<file path="config.mk">
export PLATFORM = sky130hd
export DESIGN_NAME = dfii_init_sequencer
export DESIGN_NICKNAME = d
export VERILOG_FILES = /design/src/rtl/dfii_init_pkg.sv /design/src/rtl/dfii_init_rom.sv /design/src/rtl/dfii_init_sequencer.sv
export SDC_FILE = /design/constraint.sdc
export NUM_CORES = 1
export LEC_CHECK = 0
export ABC_CLOCK_PERIOD_IN_PS = 3400
export CORE_ASPECT_RATIO = 0.8
export CORE_MARGIN = 3
export CORE_UTILIZATION = 45
export CTS_BUF_LIST = sky130_fd_sc_hd__clkbuf_8
export DETAILED_ROUTE_END_ITERATION = 16
export GPL_TIMING_DRIVEN = 0
export HOLD_SLACK_MARGIN = 0.15
export PLACE_DENSITY_LB_ADDON = 0.25
export SETUP_SLACK_MARGIN = 0.2
export SYNTH_ARGS = -nofsm -noshare
export SYNTH_HDL_FRONTEND = slang
export SYNTH_SLANG_ARGS = --single-unit
export TNS_END_PERCENT = 50
</file>
<file path="constraint.sdc">
create_clock -name clk -period 3.4 [get_ports clk]
set_clock_uncertainty 0.05 [all_clocks]
set_input_delay 0.68 -clock clk [delete_from_list [all_inputs] [get_ports clk]]
set_output_delay 0.68 -clock clk [all_outputs]
set_load 0.02 [all_outputs]
</file>
<file path="src/rtl/dfii_init_pkg.sv">
// Shared constants and types for the DFII power-up sequencer.
// Latency: n/a (package only).
// Backpressure: n/a (package only).
package dfii_init_pkg;

    // DFII CSR word offsets from the CSR byte base.
    localparam logic [2:0] OFF_CONTROL  = 3'd0;
    localparam logic [2:0] OFF_COMMAND  = 3'd1;
    localparam logic [2:0] OFF_ISSUE    = 3'd2;
    localparam logic [2:0] OFF_ADDRESS  = 3'd3;
    localparam logic [2:0] OFF_BADDRESS = 3'd4;

    // CONTROL register bits.
    localparam logic [31:0] CTRL_SEL     = 32'h1;  // 1 = hardware owns the PHY
    localparam logic [31:0] CTRL_CKE     = 32'h2;
    localparam logic [31:0] CTRL_ODT     = 32'h4;
    localparam logic [31:0] CTRL_RESET_N = 32'h8;

    // COMMAND register bits.
    localparam logic [31:0] CMD_CS  = 32'h1;
    localparam logic [31:0] CMD_WE  = 32'h2;
    localparam logic [31:0] CMD_CAS = 32'h4;
    localparam logic [31:0] CMD_RAS = 32'h8;

    // ZQCL is signalled by A10 high on a ZQ command.
    localparam logic [31:0] ZQCL_ADDR = 32'h400;

    localparam int         N_STEPS   = 26;
    localparam logic [4:0] STEP_LAST = 5'(N_STEPS - 1);

    typedef enum logic [2:0] {
        DLY_NONE,
        DLY_RESET,
        DLY_CKE,
        DLY_MOD,
        DLY_ZQ
    } dly_sel_t;

    typedef enum logic [2:0] {
        S_IDLE,
        S_WRITE,
        S_WAIT,
        S_MT_WR,
        S_MT_RD,
        S_DONE,
        S_ERROR
    } state_t;

    function automatic int max4(input int a, input int b, input int c, input int d);
        int m;
        m = a;
        if (b > m) m = b;
        if (c > m) m = c;
        if (d > m) m = d;
        return m;
    endfunction

    // Width of a counter that must hold 0..m without wrapping (never zero).
    function automatic int cnt_width(input int m);
        return (m > 0) ? $clog2(m + 1) : 1;
    endfunction

endpackage

</file>
<file path="src/rtl/dfii_init_rom.sv">
// Step table: maps a step index to the DFII CSR write performed at that step.
// Latency: purely combinational.
// Backpressure: none; the sequencer only advances the index on bus acknowledge.
// Ports: step (index) -> off (CSR word offset), dat (write data),
//        dly (post-delay selector), last (final step of the DFII sequence).
module dfii_init_rom
    import dfii_init_pkg::*;
#(
    parameter logic [13:0] MR0 = 14'h320,
    parameter logic [13:0] MR1 = 14'h006,
    parameter logic [13:0] MR2 = 14'h200,
    parameter logic [13:0] MR3 = 14'h000
) (
    input  logic [4:0]  step,
    output logic [2:0]  off,
    output logic [31:0] dat,
    output dly_sel_t    dly,
    output logic        last
);

    logic [4:0]  rel;
    logic [31:0] grp_addr;
    logic [31:0] grp_ba;
    logic [31:0] grp_cmd;
    dly_sel_t    grp_dly;

    always_comb begin
        // Steps 5..24 are five groups of ADDRESS, BADDRESS, COMMAND, ISSUE.
        rel      = step - 5'd5;
        grp_addr = '0;
        grp_ba   = '0;
        grp_cmd  = CMD_CS | CMD_WE | CMD_CAS | CMD_RAS;  // MRS
        grp_dly  = DLY_MOD;
        case (rel[4:2])
            3'd0: begin grp_addr = {18'b0, MR2}; grp_ba = 32'd2; end
            3'd1: begin grp_addr = {18'b0, MR3}; grp_ba = 32'd3; end
            3'd2: begin grp_addr = {18'b0, MR1}; grp_ba = 32'd1; end
            3'd3: begin grp_addr = {18'b0, MR0}; grp_ba = 32'd0; end
            default: begin
                grp_addr = ZQCL_ADDR;
                grp_ba   = 32'd0;
                grp_cmd  = CMD_CS | CMD_WE;
                grp_dly  = DLY_ZQ;
            end
        endcase

        off  = OFF_CONTROL;
        dat  = '0;
        dly  = DLY_NONE;
        last = (step == STEP_LAST);
        case (step)
            5'd0: dat = CTRL_CKE | CTRL_ODT | CTRL_RESET_N;
            5'd1: off = OFF_ADDRESS;
            5'd2: off = OFF_BADDRESS;
            5'd3: begin dat = CTRL_ODT | CTRL_RESET_N; dly = DLY_RESET; end
            5'd4: begin dat = CTRL_CKE | CTRL_ODT | CTRL_RESET_N; dly = DLY_CKE; end
            STEP_LAST: dat = CTRL_SEL;
            default: begin
                if (step < STEP_LAST) begin
                    case (rel[1:0])
                        2'd0: begin off = OFF_ADDRESS;  dat = grp_addr; end
                        2'd1: begin off = OFF_BADDRESS; dat = grp_ba;   end
                        2'd2: begin off = OFF_COMMAND;  dat = grp_cmd;  end
                        default: begin off = OFF_ISSUE; dat = 32'd1; dly = grp_dly; end
                    endcase
                end
            end
        endcase
    end

endmodule

</file>
<file path="src/rtl/dfii_init_sequencer.sv">
// Wishbone master that runs the DDR3 DFII power-up sequence and hands control to hardware.
// Latency: one transaction per step, >=1 idle cycle between transactions plus post-delays.
// Backpressure: holds each strobe until wb_ack/wb_err or ACK_TIMEOUT expiry.
// Ports: clk/rst; start (sampled in IDLE/DONE/ERROR); busy/done/error/err_step status;
//        wb_* Wishbone classic master (word address, sel fixed at 4'hF).
// Build option: DFII_INIT_MEMTEST_EN adds a write/read-back check of MEMTEST_BASE after
//        the hand-over (err_step 26 = write failed, 27 = read failed or data mismatch).
module dfii_init_sequencer
    import dfii_init_pkg::*;
#(
    parameter logic [31:0] CSR_BASE        = 32'h0000_9000,
    parameter logic [13:0] MR0             = 14'h320,
    parameter logic [13:0] MR1             = 14'h006,
    parameter logic [13:0] MR2             = 14'h200,
    parameter logic [13:0] MR3             = 14'h000,
    parameter int          T_RESET_CYC     = 50000,
    parameter int          T_CKE_CYC       = 50000,
    parameter int          T_MOD_CYC       = 200,
    parameter int          T_ZQ_CYC        = 200,
    parameter int          ACK_TIMEOUT     = 255,
    parameter logic [31:0] MEMTEST_BASE    = 32'h1000_0000,
    parameter logic [31:0] MEMTEST_PATTERN = 32'hA5A5_5A5A
) (
    input  logic        clk,
    input  logic        rst,
    input  logic        start,
    output logic        busy,
    output logic        done,
    output logic        error,
    output logic [4:0]  err_step,
    output logic        wb_cyc,
    output logic        wb_stb,
    output logic        wb_we,
    output logic [29:0] wb_adr,
    output logic [31:0] wb_dat_w,
    output logic [3:0]  wb_sel,
    input  logic [31:0] wb_dat_r,
    input  logic        wb_ack,
    input  logic        wb_err
);

    localparam int DLY_W = cnt_width(max4(T_RESET_CYC, T_CKE_CYC, T_MOD_CYC, T_ZQ_CYC));
    localparam int TO_W  = cnt_width(ACK_TIMEOUT);

    localparam logic [DLY_W-1:0] D_RESET  = DLY_W'(T_RESET_CYC);
    localparam logic [DLY_W-1:0] D_CKE    = DLY_W'(T_CKE_CYC);
    localparam logic [DLY_W-1:0] D_MOD    = DLY_W'(T_MOD_CYC);
    localparam logic [DLY_W-1:0] D_ZQ     = DLY_W'(T_ZQ_CYC);
    localparam logic [TO_W-1:0]  TO_LIMIT = TO_W'(ACK_TIMEOUT);

    state_t           state;
    logic [4:0]       step;
    logic [DLY_W-1:0] dly_cnt;
    logic [TO_W-1:0]  to_cnt;

    logic [2:0]       rom_off;
    logic [31:0]      rom_dat;
    dly_sel_t         rom_dly;
    logic             rom_last;
    logic [29:0]      rom_adr;
    logic [DLY_W-1:0] dly_val;
    logic             rd_bad;
    logic             finish;

    assign wb_sel = 4'hF;

    dfii_init_rom #(
        .MR0 (MR0),
        .MR1 (MR1),
        .MR2 (MR2),
        .MR3 (MR3)
    ) u_rom (
        .step (step),
        .off  (rom_off),
        .dat  (rom_dat),
        .dly  (rom_dly),
        .last (rom_last)
    );

    assign rom_adr = CSR_BASE[31:2] + 30'(rom_off);

    always_comb begin
        dly_val = '0;
        case (rom_dly)
            DLY_RESET: dly_val = D_RESET;
            DLY_CKE:   dly_val = D_CKE;
            DLY_MOD:   dly_val = D_MOD;
            DLY_ZQ:    dly_val = D_ZQ;
            default:   dly_val = '0;
        endcase
    end

`ifdef DFII_INIT_MEMTEST_EN
    assign rd_bad = (state == S_MT_RD) && wb_ack && (wb_dat_r != MEMTEST_PATTERN);
    assign finish = (state == S_MT_RD);
    logic unused_rom_last;
    assign unused_rom_last = rom_last;
`else
    assign rd_bad = 1'b0;
    assign finish = rom_last;
    logic unused_memtest;
    assign unused_memtest = ^{wb_dat_r, MEMTEST_BASE, MEMTEST_PATTERN};
`endif

    always_ff @(posedge clk) begin
        if (rst) begin
            state    <= S_IDLE;
            step     <= '0;
            busy     <= 1'b0;
            done     <= 1'b0;
            error    <= 1'b0;
            err_step <= '0;
            wb_cyc   <= 1'b0;
            wb_stb   <= 1'b0;
            wb_we    <= 1'b0;
            wb_adr   <= '0;
            wb_dat_w <= '0;
            dly_cnt  <= '0;
            to_cnt   <= '0;
        end else begin
            case (state)
                S_IDLE, S_DONE, S_ERROR: begin
                    // step is parked at 0 here, so the ROM already shows step 0.
                    if (start) begin
                        done     <= 1'b0;
                        error    <= 1'b0;
                        err_step <= '0;
                        busy     <= 1'b1;
                        wb_cyc   <= 1'b1;
                        wb_stb   <= 1'b1;
                        wb_we    <= 1'b1;
                        wb_adr   <= rom_adr;
                        wb_dat_w <= rom_dat;
                        to_cnt   <= '0;
                        state    <= S_WRITE;
                    end
                end

                S_WRITE, S_MT_WR, S_MT_RD: begin
                    if (wb_err || rd_bad || (!wb_ack && to_cnt == TO_LIMIT)) begin
                        wb_cyc   <= 1'b0;
                        wb_stb   <= 1'b0;
                        wb_we    <= 1'b0;
                        busy     <= 1'b0;
                        error    <= 1'b1;
                        err_step <= step;
                        step     <= '0;
                        state    <= S_ERROR;
                    end else if (wb_ack) begin
                        wb_cyc <= 1'b0;
                        wb_stb <= 1'b0;
                        wb_we  <= 1'b0;
                        if (finish) begin
                            busy  <= 1'b0;
                            done  <= 1'b1;
                            step  <= '0;
                            state <= S_DONE;
                        end else begin
                            // Memory-check steps fall outside the ROM and read DLY_NONE.
                            dly_cnt <= dly_val;
                            step    <= step + 5'd1;
                            state   <= S_WAIT;
                        end
                    end else begin
                        to_cnt <= to_cnt + 1'b1;
                    end
                end

                S_WAIT: begin
                    if (dly_cnt != '0) begin
                        dly_cnt <= dly_cnt - 1'b1;
                    end else begin
                        wb_cyc <= 1'b1;
                        wb_stb <= 1'b1;
                        to_cnt <= '0;
`ifdef DFII_INIT_MEMTEST_EN
                        if (step == 5'(N_STEPS)) begin
                            wb_we    <= 1'b1;
                            wb_adr   <= MEMTEST_BASE[31:2];
                            wb_dat_w <= MEMTEST_PATTERN;
                            state    <= S_MT_WR;
                        end else if (step == 5'(N_STEPS + 1)) begin
                            wb_we    <= 1'b0;
                            wb_adr   <= MEMTEST_BASE[31:2];
                            wb_dat_w <= '0;
                            state    <= S_MT_RD;
                        end else
`endif
                        begin
                            wb_we    <= 1'b1;
                            wb_adr   <= rom_adr;
                            wb_dat_w <= rom_dat;
                            state    <= S_WRITE;
                        end
                    end
                end

                default: state <= S_IDLE;
            endcase
        end
    end

endmodule

</file>
==> reports/results.ini <==
[timing]
worstMarginPinSlew_ns = 0.9874
period_share_pct = 89.59
finalHoldViolations = 0
rsz0062_at_grt = true
slew_violations = 0
setup_viol = 0
hold_ws_ns = 0.4153
period_needed_ns = 3.046
fmax_ghz = 0.3283
final.setup.tns_ns = 0
slew_headroom_pct = 34.03

[cells_and_area]
nFillCells = 709
diodes = 0
drive_gt1_share_pct = 14.02
multi_input_area_um2 = 2043
fin_cells = 643
regArea_um2 = 1041
num-nets-final = 587
syn2layout_area_growth_pct = 19.99
fin_area_um2 = 4154
fin_util_pct = 58.00

[routing]
drcViolationCount = 0
drt_iter0_markers = 196
drt_first_pass_iters = 4
via_per_inst = 5.341
num_vias = 3434
drt-total-wl_mm = 9.177
ant_nets = 0
wl_per_cell_um = 14.27

[yosys]
yosys_warnings = 0
synth-seq-area-share_pct = 30.07
syn-instance-count = 455
synth_edf_count = 0
ys.flop_type = dfxtp_1
async_reset_ff_share_pct = 0
synth.distinct_cells = 50
syn_area_per_cell_um2 = 7.609
synth_seq_cells = 52
syn_area_um2 = 3462

[placed_design]
place_area_um2 = 4060
dpl.cell_count = 635
dpl.hpwl_mm = 6.897
io_buffers = 28
place_congestion = 0.9332

[setup_path]
critPathLaunchType = flip-flop
critPathMaxFanout = 10
rr_worst_depth = 7
crit_type = reg -> reg
crit_required_ns = 3.59
cp_data_arrival_time_ns = 3.23
end_kind = flip-flop

[cts]
ctsHtreeMaxLevel = 2
root_buffer = clkbuf_8
clk_pin_slew_ns = 0.09
clkSinkCount = 52
clk_latency_ns = 0.31
ctsHoldBuffers = 0
cts_tree = done
post_cts_buffers = 0
clock_path_buffers = 2
cts_buffers = 5

[worst_hold_path]
hold_depth = 2
hp-class = reg -> reg

[power_and_ir_drop]
ir_drop_uv = 243.6
combPwrFrac_pct = 51.8
clockPowerShare_pct = 15.5
p_sw_share_pct = 44.07
internal-power_mw = 1.307
p_leak_nw = 1.739
switchingPower_mw = 1.030
powerDensity_nw_per_um2 = 562.6
seq_power_share_pct = 32.7

[grt]
grt_pass1_vias = 3153
grt_util_all_layers_pct = 21.20
antenna_found_initial = 0
grt_overflow = 0
grt_max_degree = 15
grt_pass1_wl_mm = 15.52

[die]
fp.dieH_um = 84.45
die_area_um2 = 8788
ios = 114
initial_core_util_pct = 48.34
fp.dieW_um = 104.1
core_area_um2 = 7162
row_count = 27

[job]
drv_cap = 0

[run_status]
status = finished clean

## per-stage QoR
step | total power [mW] | setup WS, ns
floorplan | 1.605 | 0.7345
global placement | 1.937 | 0.3770
detailed placement | 1.957 | 0.3706
CTS | 2.320 | 0.3462
global route | 2.499 | 0.1688
finish | 2.337 | 0.3541
## state kept, by name, indices dropped and copies added (netlist names)
register / flops
busy: 1
dly_cnt: 16
done: 1
err_step: 5
error: 1
state: 3
step: 5
to_cnt: 8
wb_adr: 4
wb_dat_w: 7
wb_we: 1
## worst max-delay path, cell delays in order (launching register included)
cell and delay (ns):
dfxtp_1 0.32, clkbuf_1 0.29, or3b_2 0.52, a2111oi_0 0.86, a21o_1 0.21, clkbuf_1 0.37, o21ai_0 0.18, a21oi_1 0.17
## cell type report
cell class | count | area share [%]
Tap cell | 101 | 3.042
Clock buffer | 6 | 1.988
Inverter | 8 | 0.7229
Timing Repair Buffer | 28 | 6.747
Multi-Input combinational cell | 363 | 49.19
Sequential cell | 52 | 25.06
Buffer | 83 | 13.07
Clock inverter | 2 | 0.1807
## repair_timing
item,CTS,global route
endpoints found under the hold margin,0,0
endpoints found under the setup margin,0,6
resized for setup,0,1
## cells in the mapped netlist, drive strengths merged (2+ instances only)
cell type  count  share of area, %
a211o          2              0.51
a211oi         3              0.65
a21o           3              0.65
a21oi         49               7.1
a311oi         3              0.76
a31oi          5              0.90
a32oi          2              0.51
and2           6               1.1
and3           6               1.1
and4b          2              0.58
buf           61                13
clkbuf        22               2.4
conb           2              0.22
dfxtp         52                30
ha             9               3.3
inv            8              0.87
mux2           2              0.65
mux2i          5               1.4
nand2         26               2.8
nand2b         4              0.72
nand3         12               1.7
nand3b         5               1.1
nand4          4              0.72
nand4b         2              0.51
nor2          42               4.6
nor2b          3              0.54
nor3          20               2.9
nor3b          4              0.87
nor4           8               1.4
o21a           3              0.65
o21ai         38               5.5
o31ai          9               2.0
or3            5              0.90
or3b           2              0.51
or4            7               1.7
xnor2          4               1.0
xor2           6               1.5
## layout by cell type (no fill, tap or decap), types with 5 or more instances in the layout
cell,n
buf_4,57
conb_1,53
dfxtp_1,52
a21oi_1,48
nor2_1,42
o21ai_0,37
clkdlybuf4s50_1,28
nand2_1,26
clkbuf_1,22
nor3_1,20
nand3_1,12
inv_1,10
o31ai_1,9
ha_1,9
nor4_1,8
and2_1,6
and3_1,6
xor2_1,6
clkbuf_8,6
or3_1,5
or4_1,5
mux2i_1,5
nand3b_1,5
a31oi_1,5
## worst paths after layout
kind	start	endpoint	slack, ns
worst max-delay path	state[2]	dly_cnt[4]	0.35
worst min-delay path	error	error	0.42
worst max register to register	state[2]	dly_cnt[4]	0.35
worst min register to register	error	error	0.42
## power groups by stage
stage,Combinational (mW),Clock (mW),Sequential (mW)
floorplan,0.791,0,0.814
global placement,1.16,0,0.775
detailed placement,1.18,0,0.778
CTS,1.19,0.370,0.764
global route,1.33,0.391,0.777
finish,1.21,0.363,0.764
## metal layers
layer / track usage (%) / vias to the layer above / part of all wire, %
met4: 6.884 / 0 / 1.8
li1: - / 1686 / -
met5: 0 / - / 0
met1: 30.39 / 1588 / 47
met3: 3.459 / 18 / 7.3
met2: 32.51 / 142 / 44
## cells by family (layout without fill, tap and decap cells)
family          count (synthesis)  count (layout)  synth area share [%]
simple gates                  160             160                 24.43
compound gates                124             124                 20.85
buf+inv                        91             127                 16.55
flops                          52              52                 30.07
xor+xnor                       10              10                 2.530
fa+ha+maj                       9               9                 3.253
mux                             7               7                 2.096
other cells                     2              53                0.2169
(Power assumes the default switching activity.)
